===== src/rtl/pe_accum_blockfp_multi.sv =====
// Multi-channel block-floating-point accumulator: align, saturating per-channel
// accumulate, then normalise a flushed channel into a small float.
module pe_accum_blockfp_multi #(
  parameter int CHANNELS              = 4,
  parameter int DOT_OUTPUT_WIDTH      = 16,
  parameter int EXPONENT_WIDTH        = 4,
  parameter int GUARD_WIDTH           = 8,
  parameter int LSB_SCALE             = 16,
  parameter int RESULT_EXPONENT_WIDTH = 8,
  parameter int RESULT_MANTISSA_WIDTH = 7,
  parameter int RESULT_EXPONENT_BIAS  = 127,
  localparam int CH_W         = $clog2(CHANNELS),
  localparam int ACCUM_WIDTH  = DOT_OUTPUT_WIDTH + 2 * ((1 << EXPONENT_WIDTH) - 1) + GUARD_WIDTH,
  localparam int RESULT_WIDTH = 1 + RESULT_EXPONENT_WIDTH + RESULT_MANTISSA_WIDTH
) (
  input  logic                        clock,
  input  logic                        resetn,
  input  logic                        i_valid,
  input  logic [CH_W-1:0]             i_channel,
  input  logic [EXPONENT_WIDTH-1:0]   i_feature_exp,
  input  logic [EXPONENT_WIDTH-1:0]   i_filter_exp,
  input  logic [DOT_OUTPUT_WIDTH-1:0] i_dot_output,
  input  logic                        i_flush_accumulator,
  output logic                        o_valid,
  output logic [CH_W-1:0]             o_channel,
  output logic [RESULT_WIDTH-1:0]     o_result,
  output logic                        o_overflow
);

  localparam int AW  = ACCUM_WIDTH;
  localparam int DW  = DOT_OUTPUT_WIDTH;
  localparam int MW  = AW - 1;
  localparam int PW  = $clog2(AW);
  localparam int REW = RESULT_EXPONENT_WIDTH;
  localparam int RMW = RESULT_MANTISSA_WIDTH;

  localparam logic signed [AW:0] POS_LIM = {2'b00, {(AW-1){1'b1}}};
  localparam logic signed [AW:0] NEG_LIM = -POS_LIM;
  localparam logic signed [31:0] E_OFFSET = 32'(RESULT_EXPONENT_BIAS - LSB_SCALE);
  localparam logic signed [31:0] E_MAX    = 32'((1 << RESULT_EXPONENT_WIDTH) - 1);

  // ---------------- S1: align ----------------
  logic                     ch_ok;
  logic [EXPONENT_WIDTH:0]  esum;
  logic [AW-1:0]            aligned_in;

  assign ch_ok      = (int'(i_channel) < CHANNELS);
  assign esum       = {1'b0, i_feature_exp} + {1'b0, i_filter_exp};
  assign aligned_in = {{(AW-DW){i_dot_output[DW-1]}}, i_dot_output} << esum;

  logic            s1_valid;
  logic            s1_flush;
  logic [CH_W-1:0] s1_ch;
  logic [AW-1:0]   s1_aligned;

  always_ff @(posedge clock or negedge resetn) begin
    if (!resetn) begin
      s1_valid   <= 1'b0;
      s1_flush   <= 1'b0;
      s1_ch      <= '0;
      s1_aligned <= '0;
    end else begin
      s1_valid   <= i_valid & ch_ok;
      s1_flush   <= i_flush_accumulator & ch_ok;
      s1_ch      <= i_channel;
      s1_aligned <= i_valid ? aligned_in : '0;
    end
  end

  // ---------------- S2: saturating read-modify-write ----------------
  logic [AW-1:0]        accum [CHANNELS];
  logic [CHANNELS-1:0]  sat;
  logic [AW-1:0]        acc_rd;
  logic signed [AW:0]   sum_ext;
  logic [AW-1:0]        clamped;
  logic                 sat_hit;

  assign acc_rd  = accum[s1_ch];
  assign sum_ext = $signed({acc_rd[AW-1], acc_rd}) + $signed({s1_aligned[AW-1], s1_aligned});

  always_comb begin
    clamped = sum_ext[AW-1:0];
    sat_hit = 1'b0;
    if (sum_ext > POS_LIM) begin
      clamped = POS_LIM[AW-1:0];
      sat_hit = 1'b1;
    end else if (sum_ext < NEG_LIM) begin
      clamped = NEG_LIM[AW-1:0];
      sat_hit = 1'b1;
    end
  end

  logic            s2_valid;
  logic [CH_W-1:0] s2_ch;
  logic [AW-1:0]   s2_sum;
  logic            s2_sat;

  // A flush captures the updated sum and clears the channel in the same edge,
  // so a sample on the next cycle naturally starts from zero.
  always_ff @(posedge clock or negedge resetn) begin
    if (!resetn) begin
      for (int c = 0; c < CHANNELS; c++) accum[c] <= '0;
      sat      <= '0;
      s2_valid <= 1'b0;
      s2_ch    <= '0;
      s2_sum   <= '0;
      s2_sat   <= 1'b0;
    end else begin
      s2_valid <= s1_flush;
      if (s1_flush) begin
        s2_ch        <= s1_ch;
        s2_sum       <= clamped;
        s2_sat       <= sat[s1_ch] | sat_hit;
        accum[s1_ch] <= '0;
        sat[s1_ch]   <= 1'b0;
      end else if (s1_valid) begin
        accum[s1_ch] <= clamped;
        if (sat_hit) sat[s1_ch] <= 1'b1;
      end
    end
  end

  // ---------------- S3: normalise ----------------
  logic                    sign;
  logic [AW-1:0]           neg_sum;
  logic [MW-1:0]           mag;
  logic [PW-1:0]           p;
  logic [PW-1:0]           shamt;
  logic [MW-1:0]           norm;
  logic [RMW-1:0]          mantissa;
  logic signed [31:0]      e_biased;
  logic [RESULT_WIDTH-1:0] result_next;

  assign sign    = s2_sum[AW-1];
  assign neg_sum = -s2_sum;
  // Symmetric clamping guarantees |sum| fits in AW-1 bits.
  assign mag     = sign ? neg_sum[MW-1:0] : s2_sum[MW-1:0];

  always_comb begin
    p = '0;
    for (int i = 0; i < MW; i++) begin
      if (mag[i]) p = PW'(i);
    end
  end

  assign shamt    = PW'(MW - 1) - p;
  assign norm     = mag << shamt;
  assign mantissa = norm[MW-2 -: RMW];
  assign e_biased = $signed(32'(p)) + E_OFFSET;

  always_comb begin
    result_next = '0;
    if ((mag != '0) && (e_biased > 0)) begin
      if (e_biased >= E_MAX)
        result_next = {sign, {(REW-1){1'b1}}, 1'b0, {RMW{1'b1}}};
      else
        result_next = {sign, e_biased[REW-1:0], mantissa};
    end
  end

  always_ff @(posedge clock or negedge resetn) begin
    if (!resetn) begin
      o_valid    <= 1'b0;
      o_channel  <= '0;
      o_result   <= '0;
      o_overflow <= 1'b0;
    end else begin
      o_valid <= s2_valid;
      if (s2_valid) begin
        o_channel  <= s2_ch;
        o_result   <= result_next;
        o_overflow <= s2_sat;
      end
    end
  end

endmodule


===== config.mk =====
export PLATFORM = sky130hd
export DESIGN_NAME = pe_accum_blockfp_multi
export DESIGN_NICKNAME = d
export VERILOG_FILES = /design/src/rtl/pe_accum_blockfp_multi.sv
export SDC_FILE = /design/constraint.sdc
export NUM_CORES = 1
export LEC_CHECK = 0
export ABC_CLOCK_PERIOD_IN_PS = 17460
export CAP_MARGIN = 5
export CELL_PAD_IN_SITES_DETAIL_PLACEMENT = 1
export CELL_PAD_IN_SITES_GLOBAL_PLACEMENT = 1
export CORE_ASPECT_RATIO = 0.7
export CORE_MARGIN = 2
export CORE_UTILIZATION = 45
export DETAILED_ROUTE_END_ITERATION = 10
export GPL_TIMING_DRIVEN = 0
export MAX_ROUTING_LAYER = met4
export PLACE_DENSITY = 0.85
export REMOVE_ABC_BUFFERS = 1
export SKIP_CTS_REPAIR_TIMING = 1
export SYNTH_ARGS = -nofsm -noshare
export SYNTH_HDL_FRONTEND = slang
export SYNTH_SLANG_ARGS = --single-unit

===== constraint.sdc =====
create_clock -name clock -period 17.46 [get_ports clock]
set_input_delay 2.619 -clock clock [delete_from_list [all_inputs] [get_ports clock]]
set_output_delay 2.619 -clock clock [all_outputs]
set_load 0.01 [all_outputs]

==> metrics <==
result of the run finished clean; sum of buffers and inverters on the critical path 3; data required time at the worst endpoint 17.91 ns; Max Slew Vio Count 0; Skew-Pair Late Insertion Delay ~0.57 ns; nets@finish 2580; Hold Crit Class reg2reg; critical path startpoint category register; number of enable flip-flop cells after synthesis 0; Crit path arrival time slightly above 10 ns; global-route usage over all layers 31.9%; final setup violation count 0; pin count of the biggest net entering global routing 131; transition time at the pin with the least slew margin 1.39 ns; number of CTS-inserted buffers 38; fillcell total 5891; worst-case clock buffer depth 3; drt total wl 86.4 mm; Critical Path Max Stage Delay 0.98 ns; Synth Area per Inst roughly 9.5 um2; HPWL after detailed placement 61.6 mm; Clock Tree Root clkbuf_16; number of DRC markers after the initial detailed-route iteration 2452; TritonRoute pass-1 iters 6; Std-Cell Core Area 0.0536 mm2; vertical extent of the die between 150 and 200 um; level count of the clock H-tree 2; worst setup skew after layout between 0.04 and 0.05 ns; Most Frequent Cell on Critical Path ha_1; post-synthesis cell area 0.0243 mm2; global placer's final weighted congestion 0.960; unrepaired setup endpoints after global routing false; cell count after synthesis between 2000 and 3000; flip-flop and latch count after synthesis 349; share of Yosys cell area claimed by the top area cell type 35.9%; share of the core filled with cells in the final layout 50.5%; Fmax achieved 0.103 GHz; share of the clock period used by the worst path after layout 55.6%; prevailing post-synth register cell dfrtp_1; DRC errors left 0; reported leakage power between 10 and 15 nW; area of the die between 0.05 and 0.06 mm2; count of final hold-check violations 0; category of the worst setup path capture point register; cell type group with the largest total delay on the critical path simple AND/OR/NAND/NOR gates; clock tree from TritonCTS done; total power consumption of the routed design 6.22 mW; master of the slowest instance on the critical path xor2_4; classification of the worst setup path reg2reg; global-route wire length before repair 136 mm; fraction of synthesis flops using an asynchronous set or reset pin 100%; post-synthesis sequential area ratio ~36%; DR vias/cell 6.80; ratio of cells with drive above 1 in the final layout 10.7%; Top Ports 50; count of yosys warnings during synthesis 0; remaining max-slew budget at the tightest pin 7.47%; number of library cell types mapped by synthesis 100; area overhead of the layout relative to synthesis 11.1%; highest fanout seen on the critical path 36; die width approximately 280 um; cell row count 71; Clk pin slew, worst setup/hold paths 0.06 ns; maximum vdd ir drop roughly 0.22 mV; number of antenna violations at the first check in global routing 1; setup total negative slack 0 ns; effective utilization at floorplan 45.4%; fin crit period 9.71 ns; # Max-Cap Violations 0; via count 22064; total power density per cell area 230 mW/mm2; routed wire length per instance roughly 27 um; via count of the first global-routing pass roughly 22000; ordered list of cells on the worst path inv_1, ha_1, nor3b_1, nand2_1, or4_1, o41ai_1, xnor2_1, a21oi_1, a31oi_4, buf_12, inv_4, ha_1, xor2_4, mux2_2, mux2i_1, o21ai_0, a2111oi_0, o21ai_1, o221ai_1; total congestion overflow 0; largest cells by area after synthesis dfrtp_1, a22o_1, mux4_2, mux2i_1, o21ai_0; IO Port Bufs 49; count of nets left with antenna violations after detail routing 0; Clock Sinks approximately 350; cell type with the highest aggregate area in the netlist dfrtp_1
## routing by layer
metal / part of all wire, % / vias up / global-route usage (%)
met3: 7.3 / 150 / 4.45
met5: 0 / - / -
li1: - / 9576 / -
met1: 46 / 11438 / 45.5
met2: 45 / 900 / 47.8
met4: 2.4 / 0 / 8.18
## final cells by class
class | instances | area (um2) | share of cell area [%]
Sequential cell | 349 | 8750 | 32.4
Tap cell | 730 | 913 | 3.38
Antenna cell | 1 | 2.50 | 0.00926
Inverter | 62 | 235 | 0.870
Multi-Input combinational cell | 1951 | 14700 | 54.4
Timing Repair Buffer | 85 | 1110 | 4.11
Clock inverter | 17 | 259 | 0.958
Clock buffer | 50 | 1070 | 3.95
## registers in the layout, summed over array words and instances, names as in the netlist, named ones only
register and flops:
o_channel 2, s1_valid 1, s1_aligned 47, s2_ch 2
s1_flush 1, o_result 16, s2_sat 1, accum 216
s2_sum 54, o_valid 1, o_overflow 1, s2_valid 1
s1_ch 2
## through the flow
stage	hold WS [ns]	cells	worst slack, ns	cell area (um2)
floorplan	0.443	2362	8.89	23500
global placement	0.456	3141	-0.665	24900
detailed placement	0.470	3174	7.30	25600
CTS	0.487	3241	7.27	27000
global route	0.503	3245	7.34	27000
finish	0.493	3245	7.75	27000
## cell usage in the layout, fill, tap and decap left out, types with 10 or more instances in the layout
cell type / count
and2_1: 12
a2111oi_0: 10
mux2_2: 46
a211oi_1: 17
o41ai_1: 14
a21boi_0: 21
mux4_2: 64
nor2_1: 168
o21ai_0: 160
a22o_1: 179
a21oi_1: 114
o21bai_1: 19
or3_1: 16
clkbuf_16: 39
a31oi_1: 28
nand3_1: 57
o22ai_1: 25
a21o_1: 35
maj3_1: 20
o211ai_1: 26
o2111ai_1: 14
o31ai_1: 27
nand4_1: 18
o21a_1: 20
mux2i_1: 107
nor2b_1: 25
or4_1: 16
a41oi_1: 15
nor3_1: 52
nand2b_1: 35
and3_1: 23
nor3b_1: 10
nor4_1: 31
nand2_1: 211
dfrtp_1: 345
xor2_1: 42
clkdlybuf4s50_1: 48
xnor2_1: 54
ha_1: 60
inv_1: 59
## kinds of logic (layout without fill, tap and decap cells)
logic type                 Yosys count  in the layout  synth area share (%)
buffers and inverters              259            214                  4.36
other                                0              1                     0
and+or+nand+nor                    716            716                  14.3
xor gates and xnor gates           105            105                  4.03
muxes                              217            217                  12.5
AOI/OAI and AO/OA                  830            830                  24.8
DFF                                349            349                  35.9
adders and majority gates           83             83                  4.12
## cells in the mapped netlist, types with 8 or more instances
cell type / number
and3_1: 23
a211o_1: 8
or4_1: 16
mux2i_1: 107
clkbuf_1: 156
inv_1: 59
nor2b_1: 26
xor2_1: 43
a311oi_1: 9
nor2_1: 171
o21ai_0: 160
nor4_1: 33
buf_1: 16
o21bai_1: 19
a2111oi_0: 10
a21oi_1: 118
o22ai_1: 25
nand2b_1: 35
o211ai_1: 26
dfrtp_1: 349
buf_2: 12
o2111ai_1: 14
mux2_2: 46
nand4_1: 18
ha_1: 61
a21boi_0: 21
nand3_1: 57
a31oi_1: 28
nor3_1: 53
a41oi_1: 15
o31ai_1: 27
nand2_1: 212
xnor2_1: 57
mux4_2: 64
a211oi_1: 17
o41ai_1: 14
o21a_1: 20
nor3b_1: 10
maj3_1: 20
a21o_1: 35
and2_1: 12
or3_1: 16
a22o_1: 179
## power by group
group	total (mW)	switching, mW	internal, mW
sequential	1.38	0.307	1.07
combinational	3.95	2.44	1.51
clock	0.885	0.362	0.522
total	6.22	3.11	3.10
## final timing paths
path                                        start                      end  slack, ns  depth (start not counted)
min in group asynchronous                  resetn   accum[116]$_DFFE_PN0P_       2.13                          1
hold / removal             accum[127]$_DFFE_PN0P_   accum[127]$_DFFE_PN0P_       0.49                          2
max in group asynchronous                  resetn       s1_ch[0]$_DFF_PN0_      14.04                          2
setup reg to reg            s2_sum[0]$_DFFE_PN0P_  o_result[5]$_DFFE_PN0P_       7.75                         19
setup / recovery            s2_sum[0]$_DFFE_PN0P_  o_result[5]$_DFFE_PN0P_       7.75                         19
hold reg to reg            accum[127]$_DFFE_PN0P_   accum[127]$_DFFE_PN0P_       0.49                          2
## worst reg2reg max path: cells and delay by family, from the launching register on
kind	cells	cell delay, ns
XOR/XNOR	2	1.25
AND/OR/NAND/NOR	3	2.85
flip-flops	1	0.62
AO/OA/AOI/OAI	7	2.54
adder cells (fa/ha/maj)	2	0.84
multiplexers	2	0.64
buffers and inverters	3	0.89
Power figures use the tool's default switching activity.
